===== src/rtl/dcache_pkg.sv =====
// Shared definitions for the data-cache replacement-state sequencer.
//   DEF_LOG2_WAYS / DEF_INDEX_BITS : default pointer and set-index widths
//   lru_state_e                    : sequencer states (INIT sweep, RUN)
//   lru_next()                     : round-robin successor of a way
package dcache_pkg;

  localparam int unsigned DEF_LOG2_WAYS  = 3;
  localparam int unsigned DEF_INDEX_BITS = 8;

  typedef enum logic {
    INIT,
    RUN
  } lru_state_e;

  // (way + 1) mod 2**log2_ways; callers truncate to their pointer width.
  function automatic int unsigned lru_next(input int unsigned way,
                                           input int unsigned log2_ways);
    return (way + 32'd1) % (32'd1 << log2_ways);
  endfunction

endpackage


===== src/rtl/dcache_lru_ctrl_if.sv =====
// Cache-pipeline side of the replacement-state sequencer.
//   lk_valid/lk_ready/lk_index : victim lookup request handshake
//   rsp_valid/rsp_victim       : victim response, one cycle after acceptance
//   upd_valid/upd_index/upd_way: fill notification (no backpressure)
// master = cache control FSM, slave = dcache_lru_ctrl.
interface dcache_lru_ctrl_if #(
  parameter int unsigned LOG2_WAYS  = 3,
  parameter int unsigned INDEX_BITS = 8
) ();

  logic                  lk_valid;
  logic                  lk_ready;
  logic [INDEX_BITS-1:0] lk_index;
  logic                  rsp_valid;
  logic [LOG2_WAYS-1:0]  rsp_victim;
  logic                  upd_valid;
  logic [INDEX_BITS-1:0] upd_index;
  logic [LOG2_WAYS-1:0]  upd_way;

  modport master (
    output lk_valid, lk_index, upd_valid, upd_index, upd_way,
    input  lk_ready, rsp_valid, rsp_victim
  );

  modport slave (
    input  lk_valid, lk_index, upd_valid, upd_index, upd_way,
    output lk_ready, rsp_valid, rsp_victim
  );

endinterface


===== src/rtl/dcache_lru_ctrl.sv =====
// Replacement-state RAM sequencer: one round-robin victim pointer per set.
// Zero-fills the external RAM after reset or flush, serves victim lookups
// with 1-cycle latency and writes pointer+1 on every completed fill.
//   clock, aclr_n      : clock (rising edge), async active-low reset
//   flush, busy        : re-run init sweep / sweep in progress
//   pipe               : lookup / response / update bundle (slave side)
//   ram_*              : read and write ports of the replacement RAM
//   ram_q              : RAM read data, valid the cycle after ram_rden
module dcache_lru_ctrl
  import dcache_pkg::*;
#(
  parameter int unsigned LOG2_WAYS  = DEF_LOG2_WAYS,
  parameter int unsigned INDEX_BITS = DEF_INDEX_BITS
) (
  input  logic                  clock,
  input  logic                  aclr_n,
  input  logic                  flush,
  output logic                  busy,
  dcache_lru_ctrl_if.slave      pipe,
  output logic                  ram_rden,
  output logic [INDEX_BITS-1:0] ram_rdaddress,
  output logic                  ram_wren,
  output logic [INDEX_BITS-1:0] ram_wraddress,
  output logic [LOG2_WAYS-1:0]  ram_data,
  input  logic [LOG2_WAYS-1:0]  ram_q
);

  lru_state_e            state_q, state_d;
  logic [INDEX_BITS-1:0] cnt_q, cnt_d;
  logic                  rsp_valid_q, rsp_valid_d;
  logic [LOG2_WAYS-1:0]  victim_q, victim_d;
  logic                  lk_fire;

  // State register
  always_ff @(posedge clock or negedge aclr_n) begin
    if (!aclr_n) begin
      state_q     <= INIT;
      cnt_q       <= '0;
      rsp_valid_q <= 1'b0;
      victim_q    <= '0;
    end else begin
      state_q     <= state_d;
      cnt_q       <= cnt_d;
      rsp_valid_q <= rsp_valid_d;
      victim_q    <= victim_d;
    end
  end

  // Next-state logic
  always_comb begin
    state_d = state_q;
    cnt_d   = cnt_q;
    unique case (state_q)
      INIT: begin
        cnt_d = cnt_q + 1'b1;
        if (cnt_q == '1) state_d = RUN;
      end
      RUN: ;
      default: ;
    endcase
    // Flush restarts the sweep from either state.
    if (flush) begin
      state_d = INIT;
      cnt_d   = '0;
    end
  end

  // Output logic. Outputs are forced idle while aclr_n is low so the RAM
  // sees no sweep write during reset, yet the first write still lands in
  // the first cycle after release.
  always_comb begin
    busy          = 1'b1;
    pipe.lk_ready = 1'b0;
    ram_rden      = 1'b0;
    ram_rdaddress = '0;
    ram_wren      = 1'b0;
    ram_wraddress = '0;
    ram_data      = '0;
    if (aclr_n) begin
      unique case (state_q)
        INIT: begin
          ram_wren      = 1'b1;
          ram_wraddress = cnt_q;
        end
        RUN: begin
          busy          = 1'b0;
          pipe.lk_ready = 1'b1;
          if (pipe.lk_valid) begin
            ram_rden      = 1'b1;
            ram_rdaddress = pipe.lk_index;
          end
          if (pipe.upd_valid) begin
            ram_wren      = 1'b1;
            ram_wraddress = pipe.upd_index;
            ram_data      = LOG2_WAYS'(lru_next(32'(pipe.upd_way), LOG2_WAYS));
          end
        end
        default: ;
      endcase
    end
  end

  assign lk_fire = pipe.lk_valid && pipe.lk_ready;

  // Response: ram_q is only valid in the pulse cycle, so it is passed
  // through then and captured for the hold value afterwards.
  always_comb begin
    rsp_valid_d = lk_fire;
    victim_d    = rsp_valid_q ? ram_q : victim_q;
  end

  assign pipe.rsp_valid  = rsp_valid_q;
  assign pipe.rsp_victim = rsp_valid_q ? ram_q : victim_q;

endmodule


===== src/flat_wrapper.sv =====
// flat-port wrapper written by rule: the top's interface ports become plain ports
module dcache_lru_ctrl_flat import dcache_pkg::*;
#(
  parameter int unsigned LOG2_WAYS  = DEF_LOG2_WAYS,
  parameter int unsigned INDEX_BITS = DEF_INDEX_BITS
)
  (clock, aclr_n, flush, busy, ram_rden, ram_rdaddress, ram_wren, ram_wraddress, ram_data, ram_q, pipe_lk_valid, pipe_lk_index, pipe_upd_valid, pipe_upd_index, pipe_upd_way, pipe_lk_ready, pipe_rsp_valid, pipe_rsp_victim);
  dcache_lru_ctrl_if #(.LOG2_WAYS(LOG2_WAYS), .INDEX_BITS(INDEX_BITS)) pipe_i ();
  input  logic clock;
  input  logic aclr_n;
  input  logic flush;
  output logic busy;
  output logic ram_rden;
  output logic [INDEX_BITS-1:0] ram_rdaddress;
  output logic ram_wren;
  output logic [INDEX_BITS-1:0] ram_wraddress;
  output logic [LOG2_WAYS-1:0] ram_data;
  input  logic [LOG2_WAYS-1:0] ram_q;
  input wire logic [$bits(pipe_i.lk_valid)-1:0] pipe_lk_valid;
  input wire logic [$bits(pipe_i.lk_index)-1:0] pipe_lk_index;
  input wire logic [$bits(pipe_i.upd_valid)-1:0] pipe_upd_valid;
  input wire logic [$bits(pipe_i.upd_index)-1:0] pipe_upd_index;
  input wire logic [$bits(pipe_i.upd_way)-1:0] pipe_upd_way;
  output wire logic [$bits(pipe_i.lk_ready)-1:0] pipe_lk_ready;
  output wire logic [$bits(pipe_i.rsp_valid)-1:0] pipe_rsp_valid;
  output wire logic [$bits(pipe_i.rsp_victim)-1:0] pipe_rsp_victim;
  assign pipe_i.lk_valid = pipe_lk_valid;
  assign pipe_i.lk_index = pipe_lk_index;
  assign pipe_i.upd_valid = pipe_upd_valid;
  assign pipe_i.upd_index = pipe_upd_index;
  assign pipe_i.upd_way = pipe_upd_way;
  assign pipe_lk_ready = pipe_i.lk_ready;
  assign pipe_rsp_valid = pipe_i.rsp_valid;
  assign pipe_rsp_victim = pipe_i.rsp_victim;
  dcache_lru_ctrl #(.LOG2_WAYS(LOG2_WAYS), .INDEX_BITS(INDEX_BITS)) u_core (.clock(clock), .aclr_n(aclr_n), .flush(flush), .busy(busy), .pipe(pipe_i), .ram_rden(ram_rden), .ram_rdaddress(ram_rdaddress), .ram_wren(ram_wren), .ram_wraddress(ram_wraddress), .ram_data(ram_data), .ram_q(ram_q));
endmodule

===== config.mk =====
export PLATFORM = sky130hd
export DESIGN_NAME = dcache_lru_ctrl_flat
export DESIGN_NICKNAME = d
export VERILOG_FILES = /design/src/rtl/dcache_pkg.sv /design/src/rtl/dcache_lru_ctrl_if.sv /design/src/rtl/dcache_lru_ctrl.sv /design/src/flat_wrapper.sv
export SDC_FILE = /design/constraint.sdc
export NUM_CORES = 1
export LEC_CHECK = 0
export ABC_CLOCK_PERIOD_IN_PS = 3650
export CAP_MARGIN = 15
export CORE_MARGIN = 8
export CORE_UTILIZATION = 40
export CTS_BUF_LIST = sky130_fd_sc_hd__clkbuf_8
export CTS_CLUSTER_SIZE = 24
export DETAILED_ROUTE_END_ITERATION = 10
export GPL_ROUTABILITY_DRIVEN = 0
export PLACE_DENSITY = 0.94
export SYNTH_ARGS = -nofsm -noshare
export SYNTH_HDL_FRONTEND = slang
export SYNTH_SLANG_ARGS = --single-unit

===== constraint.sdc =====
create_clock -name clock -period 3.65 [get_ports clock]
set_clock_uncertainty 0.2 [all_clocks]
set_input_delay 0.73 -clock clock [delete_from_list [all_inputs] [get_ports clock]]
set_output_delay 0.73 -clock clock [all_outputs]
set_load 0.01 [all_outputs]

# After elaboration in Yosys (flattened, before gate mapping)
# Cells that the tools add are included.
# op_classes
bitwise	1
add_sub_neg	2
n_eq_ne	2
reduce_logical	1
mux	25
# op_table
operator	n
8-bit 2-to-1 mux	7
8-bit one-hot mux with 2 select lines	1
1-bit 2-to-1 mux	12
3-bit 2-to-1 mux	4
8-bit by 1-bit adder with 8-bit output (second input constant)	1
8-bit equality test (second input constant)	1
3-bit by 1-bit adder with 3-bit output (second input constant)	1
2-bit inequality test (second input constant)	1
1-bit one-hot mux with 2 select lines	1
1-bit logical AND	1
1-bit NOT	1
# totals
reg_bits	13
input_bits	27
word_cells	35
output_inout_bits	27

# Longest topological paths before layout
# depth
word_depth	4
depth_mapped	5
mapped_depth_nobuf	4

# Worst setup path before layout
# Ideal clock, no wire load.
# synth_timing
path_type	input to output
startpoint	input aclr_n
endpoint	output ram_rdaddress[0]
stages	3
path_slack_ns	1.490
required_ns	2.720
arrival_time_ns	1.230
cell_sequence	and3_1 -> clkbuf_1 -> and2_1
# synth_via
elab_chain_len	1
# synth_rtl
item	line	text
start, declared	flat_wrapper.sv:10	input logic aclr_n;
8-bit 2-to-1 mux	dcache_lru_ctrl.sv:79	if (aclr_n) begin
end, declared	flat_wrapper.sv:14	output logic [INDEX_BITS-1:0] ram_rdaddress;
# No other way between the ends.

# Final worst setup path
# layout_timing
startpoint	input aclr_n
endpoint	output ram_rdaddress[5]
# Same word-level chain as after synthesis.

==> impl_results.md <==
* Die X at 61.7 um
* Total power per unit cell area at 236 nW/um^2
* Via/cell ratio at 5.01
* Mapped Avg Cell Area at 8.97 sq um
* Setup-failing EPs final at 0
* Post-CTS setup buffers at 0
* Status: finished, final reports clean
* Synth Warn # at 0
* Max Slew Vio Count at 0
* CP Cell Sequence: clkdlybuf4s50_1 -> and3_1 -> and2_1 -> clkdlybuf4s50_1
* Min Tclk post-route at 3290 ps
* Post-cts resize count at 0
* Critical path class: input pin to output port
* Placed cell count at 171
* Max frequency at 304 MHz
* Leading area contributor after synthesis: dfrtp_1
* Post-Synthesis Cells at 93
* Vias in the first global route at 871
* Post-CTS Hold Buffers at 0
* Least-Margin Pin Slew at 626 ps
* RR Startpoint: u_core.state_q
* DRT iter0 DRCs at 18
* Core Region at 1960 sq um
* Synthesized area at 835 sq um
* Share of cells above drive strength 1 at 0.0676
* Startpoint types: input pin
* Net count after synthesis at 122
* Gr ovfl total at 0
* Synth unique cells at 29
* Total GRT Usage at 0.146
* Largest net degree at the start of global routing at 20
* Max VDD drop at 221 uV
* Fill cells at 150
* Synth Register Bits at 13
* I/O pins at 54
* Vias at 877
* Antenna Cells at 0
* Placed Area at 1390 sq um
* Final Non-Filler Cells at 175
* Flop2flop setup slack at 1910 ps
* Slowest stage delay, CP at 580 ps
* CP arrival at 2360 ps
* Worst Hold Launch: u_core.victim_q[1]
* Post-DR wirelength/cell at 15.4 um
* Initial antenna violation count at 0
* Period utilisation layout at 0.901
* Slowest cell on crit path: clkdlybuf4s50_1
* Rel. slew slack at 0.583
* CTS tree: built
* Ranking of synthesized cells by area: dfrtp_1 39%, and2_1 6.0%, mux2i_1 6.0%
* Finished Cell Area at 1440 sq um
* Root Buffer: clkbuf_8
* Lkg Pwr at 0.616 nW
* Die Area at 3800 sq um
* Cts bufs inserted at 3
* # DRC at 0
* Post-DP HPWL at 2330 um
* Worst hold path type: flip-flop to flip-flop
* Antenna Nets Post-Route at 0
* Crit end category: output port
* DRT Pass-1 Iters at 4
* CTS Sinks at 13
* Seq/Total Area, Yosys at 0.390
* Max FO, Critical Path at 9
* Die height at 61.7 um
* Final WL at 2700 um
* Fin nets at 178
* Clk_lat worst skew at 240 ps
* Clock Path Buffers at 2
* Setup Total Neg Slack at 0 ps
* Worst Setup SP: aclr_n
* Starting Density at 0.425
* H-tree depth at 1
* # rows at 16
* First-pass GRT wire length at 4170 um
* Overall power at 0.338 mW
* RSZ-0062 raised after global routing: false
* Worst EP required at 2720 ps
* Clock transition at the registers of the reported paths at 60 ps
* Layout overhead on the synthesized area at 72.0%
* Hold violation total from the final report at 0
* Max Cap Viol at 0
* Most frequent CP cell: clkdlybuf4s50_1
* Port-buffer cells at 53
* Yosys top cell area share at 0.390
[path summary, 6_finish.rpt]
check	end	depth (start not counted)
max	ram_rdaddress[5]	4
min	u_core.victim_q[1]	1
max reg2reg	u_core.cnt_q[6]	3
min reg2reg	u_core.victim_q[1]	1
max in group asynchronous	u_core.cnt_q[7]	2
min in group asynchronous	u_core.cnt_q[1]	2
[synth_stat cells, drive strengths merged]
| cell type | number |
|---|---|
| xnor2 | 1 |
| nand4b | 2 |
| and3 | 3 |
| inv | 5 |
| nor3 | 1 |
| or3 | 3 |
| and2 | 8 |
| clkbuf | 2 |
| nand2 | 6 |
| a21oi | 3 |
| buf | 2 |
| nand3 | 6 |
| a21boi | 4 |
| o21a | 1 |
| mux2 | 4 |
| dfrtp | 13 |
| ha | 2 |
| nand2b | 1 |
| mux2i | 5 |
| o21ai | 4 |
| xor2 | 3 |
| nor2 | 13 |
| nand4 | 1 |
[state kept, by name, summed over array words and instances (netlist names)]
name / cells
u_core.cnt_q: 8
u_core.pipe.rsp_valid: 1
u_core.state_q: 1
u_core.victim_q: 3
[where the power goes]
part           switching (mW)  total (mW)  internal, mW
sequential            0.00551       0.154         0.149
clock                  0.0484       0.122        0.0740
combinational          0.0212      0.0614        0.0402
[cells in the final DEF (no fill, tap or decap), types with 5 or more instances in the layout]
cell             Yosys  routed
mux2i_1              5       5
and2_1               8       8
nand2_1              6       6
clkdlybuf4s50_1      0      53
nand3_1              6       6
inv_1                4       5
nor2_1              13      13
dfrtp_1             13      13
[routing by layer]
| layer | GRT usage | up-vias | share of wire |
|---|---|---|---|
| li1 | - | 426 | - |
| met1 | 0.158 | 420 | 0.38 |
| met2 | 0.266 | 25 | 0.56 |
| met3 | 0.0146 | 6 | 0.037 |
| met4 | 0.0844 | 0 | 0.020 |
| met5 | 0 | - | 0 |
[stage by stage]
stage	utilization	setup slack [ps]	hold slack (ps)
after global placement	0.709	445	287
final	0.732	361	297
after detailed placement	0.709	391	291
after floorplan	-	1490	234
after CTS	0.732	358	304
after global routing	0.732	299	313
[cells by family after synthesis]
logic type                 synth area share
muxes                                 0.114
buffers and inverters                0.0510
xor gates and xnor gates             0.0420
AOI/OAI and AO/OA                    0.0869
and+or+nand+nor                       0.286
DFF                                   0.390
adders and majority gates            0.0300
[area by class of cell]
| cell class | instances | area, sq um | share of cell area |
|---|---|---|---|
| timing repair buffer | 55 | 546 | 0.380 |
| clock buffer | 3 | 41.3 | 0.0288 |
| inverter | 5 | 18.8 | 0.0131 |
| multi-input combinational | 71 | 467 | 0.325 |
| clock inverter | 1 | 3.75 | 0.00262 |
| sequential | 13 | 325 | 0.227 |
| tap | 27 | 33.8 | 0.0235 |
[worst max-delay path: cells and delay by family]
kind / cells / cell delay (ps)
simple gates: 2 / 480
buf+inv: 2 / 1150
No activity file was read; power rests on OpenSTA's default activity.
